**src/rtl/regs_sync_bank.sv**
```systemverilog
// Integer register file, 2 registered read ports + 1 write port, write-first bypass; read latency 1 cycle.
// Backpressure: busy is high during the post-reset clear sweep; the core must stall, reads/writes are ignored.
module regs_sync_bank #(
  parameter int    DATA_W         = 32,
  parameter int    ADDR_W         = 5,
  parameter string ZERO_REG       = "TRUE",
  parameter string CLEAR_ON_RESET = "TRUE"
) (
  input  logic              clk,
  input  logic              rst_n,
  input  logic [ADDR_W-1:0] rs1a,
  input  logic              rs1r,
  output logic [DATA_W-1:0] rs1,
  input  logic [ADDR_W-1:0] rs2a,
  input  logic              rs2r,
  output logic [DATA_W-1:0] rs2,
  input  logic [ADDR_W-1:0] rda,
  input  logic [DATA_W-1:0] rd,
  input  logic              rdw,
  output logic              busy
);

  localparam int DEPTH    = 1 << ADDR_W;
  localparam bit ZERO_EN  = (ZERO_REG == "TRUE");
  localparam bit CLEAR_EN = (CLEAR_ON_RESET == "TRUE");

  typedef enum logic {
    ST_CLEAR = 1'b0,
    ST_RUN   = 1'b1
  } state_t;

  state_t            state;
  logic [ADDR_W-1:0] cnt;
  logic [DATA_W-1:0] mem [DEPTH];

  logic              wr_en;
  logic [ADDR_W-1:0] wr_addr;
  logic [DATA_W-1:0] wr_data;
  logic [DATA_W-1:0] rd1_val;
  logic [DATA_W-1:0] rd2_val;

  // One physical write port shared by the sweep and writeback keeps the array RAM-mappable.
  always_comb begin
    wr_en   = 1'b0;
    wr_addr = rda;
    wr_data = rd;
    if (rst_n) begin
      if (state == ST_CLEAR) begin
        wr_en   = 1'b1;
        wr_addr = cnt;
        wr_data = '0;
      end else begin
        wr_en = rdw && !(ZERO_EN && (rda == '0));
      end
    end
  end

  always_ff @(posedge clk) begin
    if (wr_en) begin
      mem[wr_addr] <= wr_data;
    end
  end

  // Bypass compares against the raw write request so a same-edge read sees rd.
  always_comb begin
    rd1_val = mem[rs1a];
    if (ZERO_EN && (rs1a == '0)) begin
      rd1_val = '0;
    end else if (rdw && (rda == rs1a)) begin
      rd1_val = rd;
    end
  end

  always_comb begin
    rd2_val = mem[rs2a];
    if (ZERO_EN && (rs2a == '0)) begin
      rd2_val = '0;
    end else if (rdw && (rda == rs2a)) begin
      rd2_val = rd;
    end
  end

  always_ff @(posedge clk) begin
    if (!rst_n) begin
      state <= CLEAR_EN ? ST_CLEAR : ST_RUN;
      cnt   <= '0;
      busy  <= CLEAR_EN;
      rs1   <= '0;
      rs2   <= '0;
    end else if (state == ST_CLEAR) begin
      rs1 <= '0;
      rs2 <= '0;
      if (cnt == '1) begin
        state <= ST_RUN;
        busy  <= 1'b0;
      end else begin
        cnt <= cnt + 1'b1;
      end
    end else begin
      if (rs1r) begin
        rs1 <= rd1_val;
      end
      if (rs2r) begin
        rs2 <= rd2_val;
      end
    end
  end

endmodule

```
**config.mk**
```make
export PLATFORM = sky130hd
export DESIGN_NAME = regs_sync_bank
export DESIGN_NICKNAME = d
export VERILOG_FILES = /design/src/rtl/regs_sync_bank.sv
export SDC_FILE = /design/constraint.sdc
export NUM_CORES = 1
export LEC_CHECK = 0
export BUFFER_PORTS_ARGS = -buffer_cell sky130_fd_sc_hd__buf_4
export CAP_MARGIN = 20
export CORE_ASPECT_RATIO = 0.5
export CORE_UTILIZATION = 35
export CTS_CLUSTER_SIZE = 24
export DETAILED_ROUTE_END_ITERATION = 8
export GPL_TIMING_DRIVEN = 0
export PLACE_DENSITY_LB_ADDON = 0.05
export RECOVER_POWER = 100
export SYNTH_ARGS = -nofsm -noshare
export SYNTH_HDL_FRONTEND = slang
export SYNTH_SLANG_ARGS = --single-unit
```
**constraint.sdc**
```tcl
create_clock -name clk -period 5.2 [get_ports clk]
set_clock_uncertainty 0.2 [all_clocks]
set_input_delay 0.26 -clock clk [delete_from_list [all_inputs] [get_ports clk]]
set_output_delay 0.26 -clock clk [all_outputs]
set_load 0.005 [all_outputs]
```
==> impl_metrics.py <==
metrics = {
    "status": {
        "status": "finished with violations",
        "failed_checks": "capacitance limit, slew limit",
    },
    "critical_path": {
        "critPathMaxFanout": 11,
        "worst-path-buf-inv": 5,
        "cp_top_family": "buffers and inverters",
        "endpoint_kind": "flop",
        "max_stage_delay_ps": 1500,
        "crit_chain": "buf_4, clkbuf_1, buf_4, clkbuf_2, clkbuf_1, mux4_2, nand2_1, nand2_1, o211ai_1, nand3_1",
        "cp_slowest_cell": "clkbuf_1",
        "rrSetupSlack_ps": 510,
        "regToRegStartpoint": "state",
        "critPathArrivalTime_ps": 5130,
        "cp.required_ps": 5560,
        "crit_start": "rs1a[1]",
        "path_class": "in -> reg",
        "startpoint_type": "input port",
    },
    "job": {
        "cap_violations": 28,
    },
    "place": {
        "place_hpwl_mm": 159,
        "port_buffers": 111,
        "gp_congestion": 0.897,
    },
    "clock_tree": {
        "numCtsBuffers": 107,
        "cts_root_buffer": "clkbuf_16",
        "cts_buffer_depth": 3,
        "cts_max_level": 3,
        "clock_latency_ps": 730,
        "cts_tree": "done",
        "cts_resized": 0,
        "path_clk_slew_ps": 60,
        "clock_sinks": 1095,
    },
    "route": {
        "wl_met3_mm": 25.7,
        "maxUsedRoutingLayer": "met4",
        "dr.pass1.iters": 5,
        "drt-initial-drc-count": 4710,
        "wl_met2_mm": 95.8,
        "routed_wl_mm": 223,
        "wire_per_inst_um": 41.7,
        "postRouteAntennaNets": 0,
        "dr_total_vias": 33100,
        "drc_errors": 0,
        "vias_per_cell": 6.19,
        "met1_length_mm": 95.9,
    },
    "power_and_ir_drop": {
        "p_leak_nw": 19.7,
        "peakVddDrop_v": 0.000244,
        "p_per_area_nw_per_um2": 336,
    },
    "sta": {
        "slew_headroom": -0.340,
        "layout_min_cycle_time_ps": 4780,
        "hold_viol": 0,
        "slew_violations": 576,
        "finalCritPeriodShare": 0.919,
        "timing.setup.tns_ps": 0,
        "setup_viol": 0,
        "max_freq_ghz": 0.209,
        "worst_slew_pin_slew_ps": 2010,
        "grt_setup_unrepaired": "no",
    },
    "grt": {
        "grt_pass1_vias": 33100,
        "antenna_found_initial": 16,
        "grt_overflow_total": 0,
        "grt_pass1_wl_mm": 294,
        "grt_max_degree": 33,
        "gr-usage-all-layers": 0.300,
    },
    "logic_synthesis": {
        "netlist.area_leader.share": 0.601,
        "yosysTopAreaCell": "edfxtp_1",
        "avgSynthCellArea_sq_um": 17.4,
        "synth-edff-count": 1024,
        "seq_area_frac_synth": 0.629,
        "syn_inst": 2934,
        "synth_common_cells": "edfxtp_1, mux4_2, mux2i_1",
        "synth_most_common_cell": "edfxtp_1",
        "syn_area_sq_um": 51100,
        "post_synth_num_cell_types": 56,
        "yosysWarnings": 0,
        "ys_ff_latch": 1095,
        "synthFlopType": "edfxtp_1",
        "synthTopCellsByArea": "edfxtp_1, mux4_2, mux2i_1",
        "async_flop_share": 0,
        "syn_nets": 2988,
    },
    "floorplanning": {
        "core_area_sq_um": 144000,
        "fp.dieArea_sq_um": 148000,
        "die_w_um": 543,
        "rows": 98,
        "die_y_um": 272,
        "io_pins": 117,
        "start_util": 0.355,
    },
    "min_path": {
        "hold_path.class": "in -> reg",
        "hp-start": "rd[26]",
    },
    "finish": {
        "drive_gt1_frac": 0.289,
        "layout.nets": 3360,
        "syn_to_final_growth_pct": 18.0,
        "final_core_util": 0.419,
        "fillers": 13000,
    },
}
[kinds of logic (layout without fill, tap and decap cells)]
logic type / Yosys count / in the layout / share of synthesized area
simple gates: 438 / 438 / 0.0414
fa+ha+maj: 2 / 2 / 0.000489
other cells: 0 / 4 / 0
buf+inv: 269 / 729 / 0.0256
xor+xnor: 13 / 13 / 0.00223
mux: 727 / 727 / 0.246
compound gates: 390 / 390 / 0.0549
flops: 1095 / 1095 / 0.629
[metrics by stage]
stage,worst slack [ps],hold slack (ps),instances,instance area (sq um),total power [mW]
final,424,146,5348,60300,20.3
after global routing,455,171,5344,60300,20.7
after CTS,1190,114,5333,60900,20.3
after detailed placement,1040,272,5096,56800,11.9
after global placement,-1850,255,4995,54400,11.8
after floorplan,1720,210,2934,51100,11.0
[flip-flops by register name, indices dropped and copies added, names as in the netlist]
register  flops
busy          1
cnt           5
mem        1024
rs1          32
rs2          32
state         1
[worst paths after layout]
check           endpoint  cells after the start
max              rs1[13]                     10
max reg2reg  mem[14][20]                      6
min              rs1[26]                      4
min reg2reg         busy                      2
[cell usage in the layout (no fill, tap or decap), types with 22 or more instances in the layout]
cell type and n:
dfxtp_1 71, buf_8 22, dlygate4sd3_1 40, nand2b_1 25
mux2_2 77, edfxtp_1 1024, nor2b_1 54, mux2i_1 193
and2_0 26, nand2_1 187, buf_16 29, buf_4 69
nand3_1 22, clkbuf_1 147, mux4_2 413, o2111ai_1 38
clkbuf_4 63, nor2_1 45, o21ai_0 44, o211ai_1 39
or4_1 22, buf_6 25, o22ai_1 79, clkbuf_16 109
inv_1 39, a221oi_1 23, buf_2 63, mux2_1 44
a211oi_1 30
[worst register-to-register path, stage by stage (launching register included)]
cell and delay (ps):
dfxtp_1 430, nand2b_1 130, clkbuf_1 300, clkbuf_1 630
clkbuf_1 830, and2_0 800, clkbuf_1 950
[power by group]
part	internal (mW)	switching [mW]
registers	9.74	0.0431
clock network	4.81	3.67
logic	0.698	1.30
[layout make-up]
type	count	area [sq um]	area share
diodes	4	10.0	0.000166
plain buffers	230	1160	0.0192
clock buffers	122	2810	0.0465
clock inverters	75	873	0.0145
inverters	39	146	0.00243
multi-input cells	1570	17800	0.295
flip-flops and latches	1095	32200	0.533
well taps	1950	2440	0.0404
repair buffers	263	2960	0.0490
[what timing repair did]
item / 4_1_cts / 5_1_grt
hold buffers: 40 / 0
buffers inserted: 0 / 0
hold endpoints to repair: 96 / 0
[routing by layer]
| layer | GRT usage | vias to the layer above |
|---|---|---|
| met4 | 0.0655 | 0 |
| met5 | 0 | - |
| met3 | 0.100 | 262 |
| li1 | - | 13000 |
| met1 | 0.429 | 18100 |
| met2 | 0.442 | 1749 |
No activity file was read; power rests on OpenSTA's default activity.
